### config.mk
export PLATFORM = sky130hd
export DESIGN_NAME = adder_driver_flat
export DESIGN_NICKNAME = d
export VERILOG_FILES = /design/src/rtl/adder_driver_if.sv /design/src/rtl/adder_driver.sv /design/src/flat_wrapper.sv
export SDC_FILE = /design/constraint.sdc
export NUM_CORES = 1
export LEC_CHECK = 0
export ABC_CLOCK_PERIOD_IN_PS = 4100
export BUFFER_PORTS_ARGS = -buffer_cell sky130_fd_sc_hd__buf_2
export CAP_MARGIN = 20
export CORE_MARGIN = 5
export CORE_UTILIZATION = 61
export CTS_CLUSTER_DIAMETER = 150
export CTS_CLUSTER_SIZE = 24
export DETAILED_ROUTE_END_ITERATION = 6
export GPL_TIMING_DRIVEN = 0
export PLACE_DENSITY = 0.79
export REMOVE_ABC_BUFFERS = 1
export SETUP_SLACK_MARGIN = 0.15
export SYNTH_ARGS = -nofsm -noshare
export SYNTH_HDL_FRONTEND = slang
export SYNTH_SLANG_ARGS = --single-unit
### constraint.sdc
create_clock -name clock -period 4.1 [get_ports clock]
set_clock_uncertainty 0.1 [all_clocks]
set_input_delay 0.41 -clock clock [delete_from_list [all_inputs] [get_ports clock]]
set_output_delay 0.41 -clock clock [all_outputs]
set_load 0.03 [all_outputs]
### src/rtl/adder_driver_if.sv
// Operand/result bus between adder_driver and an adder-class accelerator.
interface adder_driver_if #(
  parameter int ADDER_BITS = 8
);
  logic                  a_valid;
  logic [ADDER_BITS-1:0] a_data;
  logic                  b_valid;
  logic [ADDER_BITS-1:0] b_data;
  logic [ADDER_BITS-1:0] c_data;

  modport master (
    output a_valid, a_data, b_valid, b_data,
    input  c_data
  );

  modport slave (
    input  a_valid, a_data, b_valid, b_data,
    output c_data
  );
endinterface

### src/rtl/adder_driver.sv
// Buffers host operand pairs, drives them to an adder and stores the returned sums.
// Define ADDER_DRIVER_CHECK_EN to compare each sum and count mismatches per run.
module adder_driver #(
  parameter int ADDER_BITS = 8,
  parameter int DEPTH      = 16,
  parameter int ADDR_BITS  = $clog2(DEPTH)
) (
  input  logic                  clock,
  input  logic                  reset,
  input  logic                  wr_en,
  input  logic [ADDR_BITS-1:0]  wr_addr,
  input  logic [ADDER_BITS-1:0] wr_a,
  input  logic [ADDER_BITS-1:0] wr_b,
  input  logic                  start,
  input  logic [ADDR_BITS:0]    len,
  output logic                  busy,
  output logic                  done,
  input  logic [ADDR_BITS-1:0]  rd_addr,
  output logic [ADDER_BITS-1:0] rd_data,
  adder_driver_if.master        adder,
  output logic [ADDR_BITS:0]    mismatch_cnt,
  output logic                  error
);

  typedef enum logic [1:0] {S_IDLE, S_DRIVE, S_CAPTURE, S_DONE} state_t;

  localparam logic [ADDR_BITS:0]   DEPTH_L = (ADDR_BITS+1)'(DEPTH);
  localparam logic [ADDR_BITS:0]   LEN_ONE = 1;
  localparam logic [ADDR_BITS-1:0] IDX_ONE = 1;

  state_t                state;
  logic [ADDR_BITS-1:0]  idx;
  logic [ADDR_BITS-1:0]  idx_nx;
  logic [ADDR_BITS:0]    eff_len;
  logic [ADDR_BITS:0]    len_clamped;
  logic                  last_pair;
  logic                  host_wr;
  logic [ADDER_BITS-1:0] first_a;
  logic [ADDER_BITS-1:0] first_b;
  logic [ADDER_BITS-1:0] op_a   [DEPTH];
  logic [ADDER_BITS-1:0] op_b   [DEPTH];
  logic [ADDER_BITS-1:0] result [DEPTH];

  assign host_wr     = wr_en && (state == S_IDLE || state == S_DONE);
  assign len_clamped = (len > DEPTH_L) ? DEPTH_L : len;
  assign idx_nx      = idx + IDX_ONE;
  assign last_pair   = ({1'b0, idx} == (eff_len - LEN_ONE));
  assign rd_data     = result[rd_addr];

  // A write to entry 0 alongside start must reach the first drive, so bypass the buffer.
  assign first_a = (host_wr && wr_addr == '0) ? wr_a : op_a[0];
  assign first_b = (host_wr && wr_addr == '0) ? wr_b : op_b[0];

  always_ff @(posedge clock) begin
    if (host_wr) begin
      op_a[wr_addr] <= wr_a;
      op_b[wr_addr] <= wr_b;
    end
  end

  always_ff @(posedge clock or negedge reset) begin
    if (!reset) begin
      state         <= S_IDLE;
      idx           <= '0;
      eff_len       <= '0;
      busy          <= 1'b0;
      done          <= 1'b0;
      adder.a_valid <= 1'b0;
      adder.b_valid <= 1'b0;
      adder.a_data  <= '0;
      adder.b_data  <= '0;
      for (int unsigned i = 0; i < DEPTH; i++) result[i] <= '0;
    end else begin
      adder.a_valid <= 1'b0;
      adder.b_valid <= 1'b0;
      done          <= 1'b0;
      case (state)
        S_IDLE: begin
          if (start) begin
            eff_len <= len_clamped;
            idx     <= '0;
            if (len_clamped == '0) begin
              state <= S_DONE;
              done  <= 1'b1;
            end else begin
              state         <= S_DRIVE;
              busy          <= 1'b1;
              adder.a_valid <= 1'b1;
              adder.b_valid <= 1'b1;
              adder.a_data  <= first_a;
              adder.b_data  <= first_b;
            end
          end
        end
        S_DRIVE: state <= S_CAPTURE;
        S_CAPTURE: begin
          result[idx] <= adder.c_data;
          if (last_pair) begin
            state <= S_DONE;
            busy  <= 1'b0;
            done  <= 1'b1;
          end else begin
            idx           <= idx_nx;
            state         <= S_DRIVE;
            adder.a_valid <= 1'b1;
            adder.b_valid <= 1'b1;
            adder.a_data  <= op_a[idx_nx];
            adder.b_data  <= op_b[idx_nx];
          end
        end
        S_DONE:  state <= S_IDLE;
        default: state <= S_IDLE;
      endcase
    end
  end

`ifdef ADDER_DRIVER_CHECK_EN
  logic [ADDER_BITS-1:0] exp_sum;
  assign exp_sum = adder.a_data + adder.b_data;

  always_ff @(posedge clock or negedge reset) begin
    if (!reset) begin
      mismatch_cnt <= '0;
      error        <= 1'b0;
    end else if (state == S_IDLE && start) begin
      mismatch_cnt <= '0;
      error        <= 1'b0;
    end else if (state == S_CAPTURE && adder.c_data != exp_sum) begin
      error <= 1'b1;
      if (mismatch_cnt != DEPTH_L) mismatch_cnt <= mismatch_cnt + LEN_ONE;
    end
  end
`else
  assign mismatch_cnt = '0;
  assign error        = 1'b0;
`endif

endmodule
### src/flat_wrapper.sv
// flat-port wrapper written by rule: the top's interface ports become plain ports
module adder_driver_flat 
#(
  parameter int ADDER_BITS = 8,
  parameter int DEPTH      = 16,
  parameter int ADDR_BITS  = $clog2(DEPTH)
)
  (clock, reset, wr_en, wr_addr, wr_a, wr_b, start, len, busy, done, rd_addr, rd_data, mismatch_cnt, error, adder_a_valid, adder_a_data, adder_b_valid, adder_b_data, adder_c_data);
  adder_driver_if #(.ADDER_BITS(ADDER_BITS)) adder_i ();
  input  logic clock;
  input  logic reset;
  input  logic wr_en;
  input  logic [ADDR_BITS-1:0] wr_addr;
  input  logic [ADDER_BITS-1:0] wr_a;
  input  logic [ADDER_BITS-1:0] wr_b;
  input  logic start;
  input  logic [ADDR_BITS:0] len;
  output logic busy;
  output logic done;
  input  logic [ADDR_BITS-1:0] rd_addr;
  output logic [ADDER_BITS-1:0] rd_data;
  output logic [ADDR_BITS:0] mismatch_cnt;
  output logic error;
  output wire logic [$bits(adder_i.a_valid)-1:0] adder_a_valid;
  output wire logic [$bits(adder_i.a_data)-1:0] adder_a_data;
  output wire logic [$bits(adder_i.b_valid)-1:0] adder_b_valid;
  output wire logic [$bits(adder_i.b_data)-1:0] adder_b_data;
  input wire logic [$bits(adder_i.c_data)-1:0] adder_c_data;
  assign adder_a_valid = adder_i.a_valid;
  assign adder_a_data = adder_i.a_data;
  assign adder_b_valid = adder_i.b_valid;
  assign adder_b_data = adder_i.b_data;
  assign adder_i.c_data = adder_c_data;
  adder_driver #(.ADDER_BITS(ADDER_BITS), .DEPTH(DEPTH), .ADDR_BITS(ADDR_BITS)) u_core (.clock(clock), .reset(reset), .wr_en(wr_en), .wr_addr(wr_addr), .wr_a(wr_a), .wr_b(wr_b), .start(start), .len(len), .busy(busy), .done(done), .rd_addr(rd_addr), .rd_data(rd_data), .adder(adder_i), .mismatch_cnt(mismatch_cnt), .error(error));
endmodule
==> flow_metrics.py, run 1 <==
metrics = {
    "final_layout": {
        "fin_nets": 1079,
        "fin_util": 0.676,
        "drive_gt1_frac": 0.385,
        "stdcell_count": 1428,
        "area.growth.synth_to_final_pct": 10.0,
        "postLayoutCellArea_sq_mm": 0.0193,
    },
    "routing": {
        "drc": 0,
        "routed_wl_mm": 37.6,
        "ant_nets": 0,
        "wl_per_cell_um": 26.4,
        "viasPerCell": 6.54,
        "via_count": 9332,
        "drt-initial-drc-count": 893,
        "drtPass1Iterations": 5,
    },
    "logic_synthesis": {
        "ys_seq_area_frac": 0.664,
        "syn_area_sq_mm": 0.0175,
        "synthMostInstantiatedCell": "edfxtp_1",
        "yosys-top-cells-count": "edfxtp_1, dfrtp_1, mux2_2, mux4_2, nand3_1",
        "yosysUniqueCellTypes": 53,
        "yosysTopAreaCell": "edfxtp_1",
        "synth-seq-cells": 414,
        "synth_warnings": 0,
        "syn_area_per_cell_sq_um": 18.0,
        "synth-edff-count": 256,
        "synth-async-reset-ratio": 0.382,
        "synth_top_area_share": 0.438,
        "ys.flop_type": "edfxtp_1",
        "synth_area_leaders": "edfxtp_1, dfrtp_1, mux4_2",
        "syn_inst": 976,
    },
    "global_routing": {
        "grt_max_degree": 94,
        "grt_usage": 0.234,
        "antenna_found_initial": 3,
        "grt-ovfl-total": 0,
        "grt_pass1_vias": 10100,
        "grt_pass1_wl_mm": 59.0,
    },
    "worst_setup_path": {
        "cp_max_fo": 41,
        "required_ns": 4.42,
        "path_cells": "inv_1 > ha_2 > inv_1 > o211a_1 > buf_8 > mux2_4",
        "cp-end-kind": "flip-flop",
        "crit_family": "buffers and inverters",
        "cpPeakStageDelay_ns": 0.85,
        "critPathBufInv": 3,
        "cp_common_cell": "inv_1",
        "cp-start-kind": "flip-flop",
        "arrival_ns": 3.93,
        "critPathKind": "reg -> reg",
        "cpMaxStageDelayCell": "ha_2",
    },
    "placed_design": {
        "place_inst": 1390,
        "place_area_sq_mm": 0.0187,
        "port_buffers": 68,
        "dp_hpwl_mm": 24.2,
        "place_ws_ns": 0.0620,
        "globalplace.congestion": 0.733,
    },
    "worst_hold_path": {
        "hold_class": "in -> reg",
    },
    "cts": {
        "cts_sinks": 414,
        "cts_buffer_depth": 3,
        "cts-htree-levels": 1,
        "clk_latency_ns": 0.54,
        "cts_tree": "yes",
        "clk_pin_slew_ns": 0.09,
        "cts-root-buf": "clkbuf_16",
        "post_cts.repair.setup_buffers": 0,
        "cts_buffers": 21,
    },
    "timing": {
        "finalCritPeriodShare": 0.880,
        "fin_crit_ns": 3.61,
        "hold_violations": 0,
        "fmax_mhz": 277,
        "worst_pin_slew_ns": 0.985,
        "slew_headroom": 0.342,
        "setup_ws_ns": 0.491,
        "maxSlewViolCount": 0,
        "final-setup-viol-count": 0,
        "rsz0062_at_grt": "false",
    },
    "run": {
        "drv_cap": 0,
    },
    "status": {
        "status": "finished, final reports clean",
    },
    "floorplan": {
        "die_area_sq_mm": 0.0322,
        "dieHeight_um": 180,
        "core_sq_mm": 0.0285,
        "fp.dieW_um": 180,
        "rows": 62,
        "io_pins": 75,
        "start_util": 0.614,
    },
    "power_and_ir_drop": {
        "swShare": 0.209,
        "p_switching_uw": 1480,
        "total_power_uw": 7110,
        "peakVddDrop_uv": 453,
        "clkPwrFrac": 0.316,
        "p_seq_frac": 0.637,
        "combPwrFrac": 0.047,
        "power.density_mw_per_mm2": 368,
        "cellLeakagePower_uw": 0.00697,
        "p_int_uw": 5620,
    },
}
-- cell usage in the layout (no fill, tap or decap), types with 7 or more instances in the layout --
cell | Yosys | layout
a41oi_1 | 15 | 15
a31oi_1 | 17 | 17
nor2_2 | 0 | 15
nand2_1 | 20 | 20
buf_16 | 0 | 10
mux2_4 | 10 | 10
buf_2 | 16 | 67
inv_1 | 10 | 9
nor2_1 | 22 | 7
nand3_1 | 56 | 56
edfxtp_1 | 256 | 256
mux2_2 | 136 | 136
o21ai_0 | 7 | 7
and3_1 | 16 | 16
buf_8 | 1 | 15
clkbuf_16 | 0 | 21
nand2b_1 | 7 | 7
dfrtp_1 | 158 | 157
clkbuf_1 | 37 | 12
mux4_2 | 104 | 104
a211oi_1 | 15 | 15
-- metrics by stage --
step	setup TNS [ns]	hold WS (ns)
detailed placement	0	0.318
global route	0	0.0301
floorplan	-30.95	0.0144
global placement	-248.05	0.383
finish	0	0.0314
CTS	0	0.0233
-- power by group through the flow --
stage / registers, uW / logic, uW / clock network, uW
2_1_floorplan: 4610 / 172 / 0
3_3_place_gp: 4610 / 318 / 0
3_5_place_dp: 4620 / 337 / 0
4_1_cts: 4520 / 339 / 2280
5_1_grt: 4530 / 366 / 2440
6_report: 4520 / 334 / 2250
-- repair_timing --
| item | 4_1_cts | 5_1_grt |
|---|---|---|
| resized for setup | 1 | 0 |
| endpoints found under the setup margin | 16 | 0 |
| hold buffers | 1 | 0 |
| endpoints found under the hold margin | 65 | 0 |
-- metal layers --
| layer | track usage | share of wire | vias to the layer above |
|---|---|---|---|
| met5 | 0 | 0.00058 | - |
| met4 | 0.0759 | 0.036 | 4 |
| met3 | 0.0340 | 0.056 | 86 |
| met2 | 0.418 | 0.53 | 392 |
| met1 | 0.298 | 0.38 | 4875 |
| li1 | - | - | 3975 |
-- cell type report --
| type | instances | area [sq um] |
|---|---|---|
| antenna | 1 | 2.50 |
| clock buffer | 33 | 571 |
| clock inverter | 2 | 28.8 |
| fill | 1906 | 9250 |
| inverter | 10 | 41.3 |
| multi-input combinational | 488 | 5640 |
| sequential | 414 | 11600 |
| tap | 384 | 480 |
| timing repair buffer | 96 | 888 |
-- path summary, 6_finish.rpt --
check	startpoint	to	slack, ns	depth (start not counted)
worst max-delay path	u_core.state[0]	u_core.adder.b_data[6]	0.49	6
worst max register to register	u_core.state[0]	u_core.adder.b_data[6]	0.49	6
min in group asynchronous	reset	u_core.result[88]	0.32	2
worst min-delay path	len[3]	u_core.done	0.03	2
worst min register to register	u_core.adder.a_data[0]	u_core.adder.a_data[0]	0.41	1
max in group asynchronous	reset	u_core.idx[0]	2.72	3
-- kinds of logic after synthesis --
kind of cell	after synthesis	synth area share
XOR/XNOR	11	0.00592
multiplexers	252	0.231
adder cells (fa/ha/maj)	7	0.00499
buffers and inverters	79	0.0213
AND/OR/NAND/NOR	144	0.0447
flip-flops	414	0.664
AO/OA/AOI/OAI	68	0.0285
other	1	0.000214
-- flip-flops by register name (all words and copies together) (netlist names) --
register,flops
u_core.adder.a_data,8
u_core.done,1
u_core.busy,1
u_core.state,2
u_core.result,128
u_core.eff_len,5
u_core.op_b,128
u_core.adder.a_valid,1
u_core.idx,4
u_core.adder.b_data,8
u_core.op_a,128
Power figures use the tool's default switching activity.
==> run 2: changes to the inputs <==
--- a/config.mk
+++ b/config.mk
@@ -13,7 +13,7 @@
 export CTS_CLUSTER_DIAMETER = 150
 export CTS_CLUSTER_SIZE = 24
 export DETAILED_ROUTE_END_ITERATION = 6
-export GPL_TIMING_DRIVEN = 0
+export GPL_TIMING_DRIVEN = 1
 export PLACE_DENSITY = 0.79
 export REMOVE_ABC_BUFFERS = 1
 export SETUP_SLACK_MARGIN = 0.15
==> run 2 against run 1 <==
Net effect: non-clock buffer count grew 6; register-to-register slack gained 0.64 ns; cell count grew 0.49%; wire length shrank 1.6%; worst setup slack gained 0.64 ns; worst hold slack lost 0.0076 ns; clock power is essentially flat; die area is the same; final area shrank 1.5%; critical path depth grew 1; critical path type unchanged; critical endpoint is now u_core.adder.b_data[2].
==> flow_metrics.py, run 2 (synthesis gave the netlist of run 1 again) <==
metrics = {
    "timing": {
        "fmax_mhz": 337,
        "rsz0062_at_grt": "false",
        "slew_headroom": 0.402,
        "hold_violations": 0,
        "hold_ws_ns": 0.0238,
        "fin_setup_tns_ns": 0,
        "worst_pin_slew_ns": 0.897,
        "finalCritPeriodShare": 0.724,
        "final-setup-viol-count": 0,
        "fin_crit_ns": 2.97,
        "maxSlewViolCount": 0,
    },
    "floorplan": {
        "dieHeight_um": 180,
        "rows": 62,
        "fp.dieW_um": 180,
        "start_util": 0.614,
        "core_sq_mm": 0.0285,
        "io_pins": 75,
        "die_area_sq_mm": 0.0322,
    },
    "worst_setup_path": {
        "critPathBufInv": 2,
        "path_cells": "inv_1 > ha_2 > buf_12 > mux4_2 > a31oi_1 > a41oi_1 > mux2_4",
        "cpPeakStageDelay_ns": 0.66,
        "reg2reg_depth": 7,
        "cp-start-kind": "flip-flop",
        "timing.rr.start": "u_core.idx[0]",
        "cp_max_fo": 54,
        "crit_family": "flip-flops",
        "cp_num_cells": 7,
        "cp-end-kind": "flip-flop",
        "required_ns": 4.42,
        "critPathKind": "reg -> reg",
        "reg2reg_to": "u_core.adder.b_data[2]",
        "cpMaxStageDelayCell": "dfrtp_4",
        "arrival_ns": 3.29,
        "ff2ff_setup_slack_ns": 1.13,
    },
    "routing": {
        "routed_wl_mm": 37.0,
        "ant_nets": 0,
        "viasPerCell": 6.50,
        "wl_per_cell_um": 25.8,
        "drtPass1Iterations": 5,
        "drt-initial-drc-count": 872,
        "drc": 0,
        "via_count": 9332,
    },
    "final_layout": {
        "nFillCells": 1906,
        "regArea_sq_mm": 0.0116,
        "mostFrequentLayoutCells": "edfxtp_1, dfrtp_1, mux2_2",
        "drive_gt1_frac": 0.384,
        "area.growth.synth_to_final_pct": 8.38,
        "layout_commonest_cell": "edfxtp_1",
        "fin_nets": 1085,
        "multi_input_area_sq_mm": 0.00561,
        "fin_util": 0.666,
        "reg.largest.list": "u_core.op_a (128), u_core.op_b (128), u_core.result (128)",
    },
    "worst_hold_path": {
        "hold_class": "in -> reg",
        "hold_end": "u_core.eff_len[2]",
        "holdCritStartpoint": "len[2]",
        "whs_path_depth": 3,
    },
    "global_routing": {
        "grt_pass1_wl_mm": 58.0,
        "grt_pass1_vias": 9809,
        "antenna_found_initial": 2,
        "grt_max_degree": 87,
        "grt_usage": 0.229,
        "grt-ovfl-total": 0,
    },
    "power_and_ir_drop": {
        "clkPwrFrac": 0.318,
        "swShare": 0.210,
        "p_int_uw": 5630,
        "p_seq_frac": 0.635,
        "power.density_mw_per_mm2": 375,
        "cellLeakagePower_uw": 0.00691,
        "combPwrFrac": 0.047,
        "peakVddDrop_uv": 327,
        "p_switching_uw": 1500,
    },
    "placed_design": {
        "dp_hpwl_mm": 23.3,
        "globalplace.congestion": 0.819,
        "port_buffers": 68,
    },
    "cts": {
        "cts-htree-levels": 1,
        "cts-root-buf": "clkbuf_16",
        "cts_buffer_depth": 3,
        "cts_sinks": 414,
        "cts_tree": "yes",
        "post_cts.repair.setup_buffers": 0,
        "clk_latency_ns": 0.54,
        "cts_buffers": 21,
        "clk_pin_slew_ns": 0.10,
    },
    "status": {
        "status": "finished, final reports clean",
    },
    "run": {
        "drv_cap": 0,
    },
}
-- run 2: cell count changes in the layout (fill, tap and decap cells not counted), sizes merged --
| cell | change |
|---|---|
| buf | +6 |
| clkbuf | +1 |
| clkinvlp | -1 |
| inv | +1 |
-- run 2: what timing repair did --
action,CTS,global route
hold endpoints to repair,83,0
hold buffers,1,0
gates resized for setup,0,0
-- run 2: area by class of cell --
class	count	area share
antenna	1	0.000132
timing repair buffer	102	0.0331
inverter	10	0.00197
multi-input combinational	488	0.295
clock inverter	2	0.00151
tap	384	0.0253
clock buffer	34	0.0302
sequential	414	0.613
-- run 2: metrics by stage --
stage | setup slack [ns] | std cells | cell area (sq um) | total power, uW
final | 1.13 | 1435 | 19000 | 7120
after global routing | 0.974 | 1435 | 19000 | 7370
after CTS | 1.11 | 1434 | 19000 | 7160
after detailed placement | 1.14 | 1397 | 18400 | 4950
after global placement | 1.21 | 1397 | 18400 | 4940
after floorplan | -1.76 | 912 | 17200 | 4780
-- run 2: how the worst max path moves through the flow --
| stage | startpoint | to | slack (ns) |
|---|---|---|---|
| 3_5_place_dp | u_core.idx[0] | u_core.adder.b_data[2] | 1.14 |
| 3_3_place_gp | u_core.idx[0] | u_core.adder.b_data[3] | 1.21 |
| 2_1_floorplan | u_core.idx[0] | u_core.adder.b_data[3] | -1.76 |
| 4_1_cts | u_core.idx[0] | u_core.adder.b_data[2] | 1.11 |
| 6_report | u_core.idx[0] | u_core.adder.b_data[2] | 1.13 |
| 5_1_grt | u_core.idx[2] | u_core.adder.a_data[3] | 0.97 |
-- run 2: layer usage --
| layer | vias up | GRT usage | part of all wire |
|---|---|---|---|
| met5 | - | 0 | 0.00054 |
| met4 | 2 | 0.0680 | 0.031 |
| met3 | 72 | 0.0307 | 0.063 |
| met2 | 379 | 0.395 | 0.51 |
| met1 | 4899 | 0.311 | 0.39 |
| li1 | 3980 | - | - |
-- run 2: worst reg2reg max path, stage by stage (launching register included) --
cell and delay, ns:
dfrtp_4 0.66, inv_1 0.13, ha_2 0.55, buf_12 0.35
mux4_2 0.37, a31oi_1 0.23, a41oi_1 0.17, mux2_4 0.28
-- run 2: power groups by stage --
stage	clock, uW	combinational [uW]	sequential (uW)
4_1_cts	2300	337	4520
6_report	2270	333	4530
2_1_floorplan	0	172	4610
3_3_place_gp	0	326	4610
5_1_grt	2480	364	4530
3_5_place_dp	0	335	4620
==> run 3: changes to the inputs <==
--- a/config.mk
+++ b/config.mk
@@ -5,16 +5,16 @@
 export SDC_FILE = /design/constraint.sdc
 export NUM_CORES = 1
 export LEC_CHECK = 0
-export ABC_CLOCK_PERIOD_IN_PS = 4100
+export ABC_CLOCK_PERIOD_IN_PS = 2400
 export BUFFER_PORTS_ARGS = -buffer_cell sky130_fd_sc_hd__buf_2
 export CAP_MARGIN = 20
 export CORE_MARGIN = 5
-export CORE_UTILIZATION = 61
+export CORE_UTILIZATION = 55
 export CTS_CLUSTER_DIAMETER = 150
 export CTS_CLUSTER_SIZE = 24
 export DETAILED_ROUTE_END_ITERATION = 6
 export GPL_TIMING_DRIVEN = 1
-export PLACE_DENSITY = 0.79
+export PLACE_DENSITY = 0.75
 export REMOVE_ABC_BUFFERS = 1
 export SETUP_SLACK_MARGIN = 0.15
 export SYNTH_ARGS = -nofsm -noshare
==> constraint.sdc (replaced) <==
create_clock -name clock -period 2.4 [get_ports clock]
set_clock_uncertainty 0.1 [all_clocks]
set_input_delay 0.24 -clock clock [delete_from_list [all_inputs] [get_ports clock]]
set_output_delay 0.24 -clock clock [all_outputs]
set_load 0.03 [all_outputs]
==> run 3 against run 2 <==
Net effect: the flow now finishes with violations (negative setup slack); worst hold slack gained 0.050 ns; total power grew 72%; combinational power grew 98%; largest power group unchanged; global-route usage grew 1.5 points; critical endpoint is now u_core.adder.b_data[4].
==> flow_metrics.py, run 3 (synthesis gave the netlist of run 1 again) <==
metrics = {
    "worst_setup_path": {
        "required_ns": 2.74,
        "cp_max_fo": 8,
        "cp_common_cell": "buf_6",
        "crit_family": "multiplexers",
        "critPathBufInv": 4,
        "cpPeakStageDelay_ns": 0.45,
        "cp-end-kind": "flip-flop",
        "cp-start-kind": "flip-flop",
        "critPathKind": "reg -> reg",
        "cpMaxStageDelayCell": "dfrtp_4",
        "path_cells": "buf_6 > inv_4 > ha_4 > buf_6 > buf_16 > mux4_2 > a31oi_1 > a41oi_1 > mux2_4",
        "arrival_ns": 2.76,
    },
    "routing": {
        "drtPass1Iterations": 5,
        "routed_wl_mm": 44.4,
        "ant_nets": 0,
        "via_count": 10200,
        "drt-initial-drc-count": 1154,
        "wl_per_cell_um": 28.4,
        "viasPerCell": 6.50,
        "drc": 0,
    },
    "floorplan": {
        "dieHeight_um": 189,
        "start_util": 0.556,
        "io_pins": 75,
        "fp.dieW_um": 189,
        "die_area_sq_mm": 0.0356,
        "rows": 65,
        "core_sq_mm": 0.0316,
    },
    "power_and_ir_drop": {
        "peakVddDrop_uv": 667,
        "total_power_uw": 12300,
        "power.density_mw_per_mm2": 580,
        "cellLeakagePower_uw": 0.00781,
    },
    "timing": {
        "fin_crit_ns": 2.42,
        "slew_headroom": 0.631,
        "setup_ws_ns": -0.0174,
        "hold_violations": 0,
        "finalCritPeriodShare": 1.01,
        "fin_setup_tns_ns": -0.0522,
        "final-setup-viol-count": 4,
        "rsz0062_at_grt": "true",
        "fmax_mhz": 414,
        "maxSlewViolCount": 0,
        "worst_pin_slew_ns": 0.554,
    },
    "final_layout": {
        "layout_commonest_cell": "edfxtp_1",
        "fin_nets": 1196,
        "reg.largest.list": "u_core.op_a (128), u_core.op_b (128), u_core.result (128)",
        "area.growth.synth_to_final_pct": 20.7,
        "drive_gt1_frac": 0.482,
        "mostFrequentLayoutCells": "edfxtp_1, dfrtp_1, mux2_2",
    },
    "placed_design": {
        "globalplace.congestion": 0.801,
        "port_buffers": 68,
        "dp_hpwl_mm": 24.6,
    },
    "global_routing": {
        "grt_pass1_wl_mm": 65.7,
        "grt_max_degree": 58,
        "grt-ovfl-total": 0,
        "grt_pass1_vias": 10600,
        "grt_usage": 0.244,
        "antenna_found_initial": 0,
    },
    "run": {
        "drv_cap": 0,
    },
    "status": {
        "status": "finished, violations left",
        "violations": "negative setup slack",
    },
    "cts": {
        "cts_sinks": 414,
        "clk_pin_slew_ns": 0.10,
        "cts_buffers": 21,
        "cts_buffer_depth": 3,
        "cts_tree": "yes",
        "clk_latency_ns": 0.55,
        "cts-root-buf": "clkbuf_16",
        "cts-htree-levels": 1,
    },
    "worst_hold_path": {
        "hold_class": "in -> reg",
    },
}
[run 3: through the flow]
step	instance area (sq um)	cells	hold slack (ns)	util	setup slack [ns]
floorplan	17200	912	-0.156	-	-3.46
global placement	19000	1454	0.150	0.602	0.0313
detailed placement	19000	1454	0.150	0.602	-0.0653
CTS	20700	1547	0.0527	0.657	-0.0432
global route	21200	1562	0.0786	0.671	-0.0730
finish	21200	1563	0.0743	0.671	-0.0174
[run 3: worst paths after layout]
| kind | startpoint | depth (start not counted) | slack, ns | to |
|---|---|---|---|---|
| min reg2reg | u_core.result[64] | 1 | 0.41 | u_core.result[64] |
| min in group asynchronous | reset | 2 | 0.14 | u_core.result[106] |
| max reg2reg | u_core.idx[0] | 9 | -0.02 | u_core.adder.b_data[4] |
| max in group asynchronous | reset | 3 | 1.27 | u_core.result[7] |
| min | adder_c_data[1] | 2 | 0.07 | u_core.result[49] |
| max | u_core.idx[0] | 9 | -0.02 | u_core.adder.b_data[4] |
[run 3: where the power goes]
| part | total (uW) | internal (uW) | switching (uW) |
|---|---|---|---|
| Clock | 3900 | 1680 | 2220 |
| Combinational | 659 | 312 | 348 |
| Sequential | 7730 | 7680 | 51.6 |
[run 3: cell type report]
cell class,count,area [sq um]
Timing Repair Buffer,213,2260
Tap cell,402,503
Fill cell,2023,10400
Antenna cell,1,2.50
Clock inverter,2,28.8
Sequential cell,414,11600
Multi-Input combinational cell,488,6110
Inverter,10,40.0
Clock buffer,33,571
[run 3: repair_timing]
| item | in CTS | in global routing |
|---|---|---|
| pin swaps | 17 | 31 |
| gates cloned | 10 | 3 |
| buffers inserted | 22 | 12 |
| endpoints found under the setup margin | 95 | 59 |
| endpoints found under the hold margin | 308 | 0 |
| hold buffers | 26 | 0 |
| resized for setup | 93 | 48 |
[run 3: routing by layer]
| layer | up-vias | part of all wire | global-route usage |
|---|---|---|---|
| li1 | 4218 | - | - |
| met1 | 5337 | 0.38 | 0.328 |
| met2 | 517 | 0.52 | 0.420 |
| met3 | 85 | 0.081 | 0.0385 |
| met4 | 0 | 0.027 | 0.0687 |
| met5 | - | 0 | 0 |
[run 3: worst register-to-register path: stages, from the launching register on]
cell,delay (ns)
dfrtp_4,0.45
buf_6,0.10
inv_4,0.04
ha_4,0.38
buf_6,0.15
buf_16,0.14
mux4_2,0.32
a31oi_1,0.19
a41oi_1,0.15
mux2_4,0.29
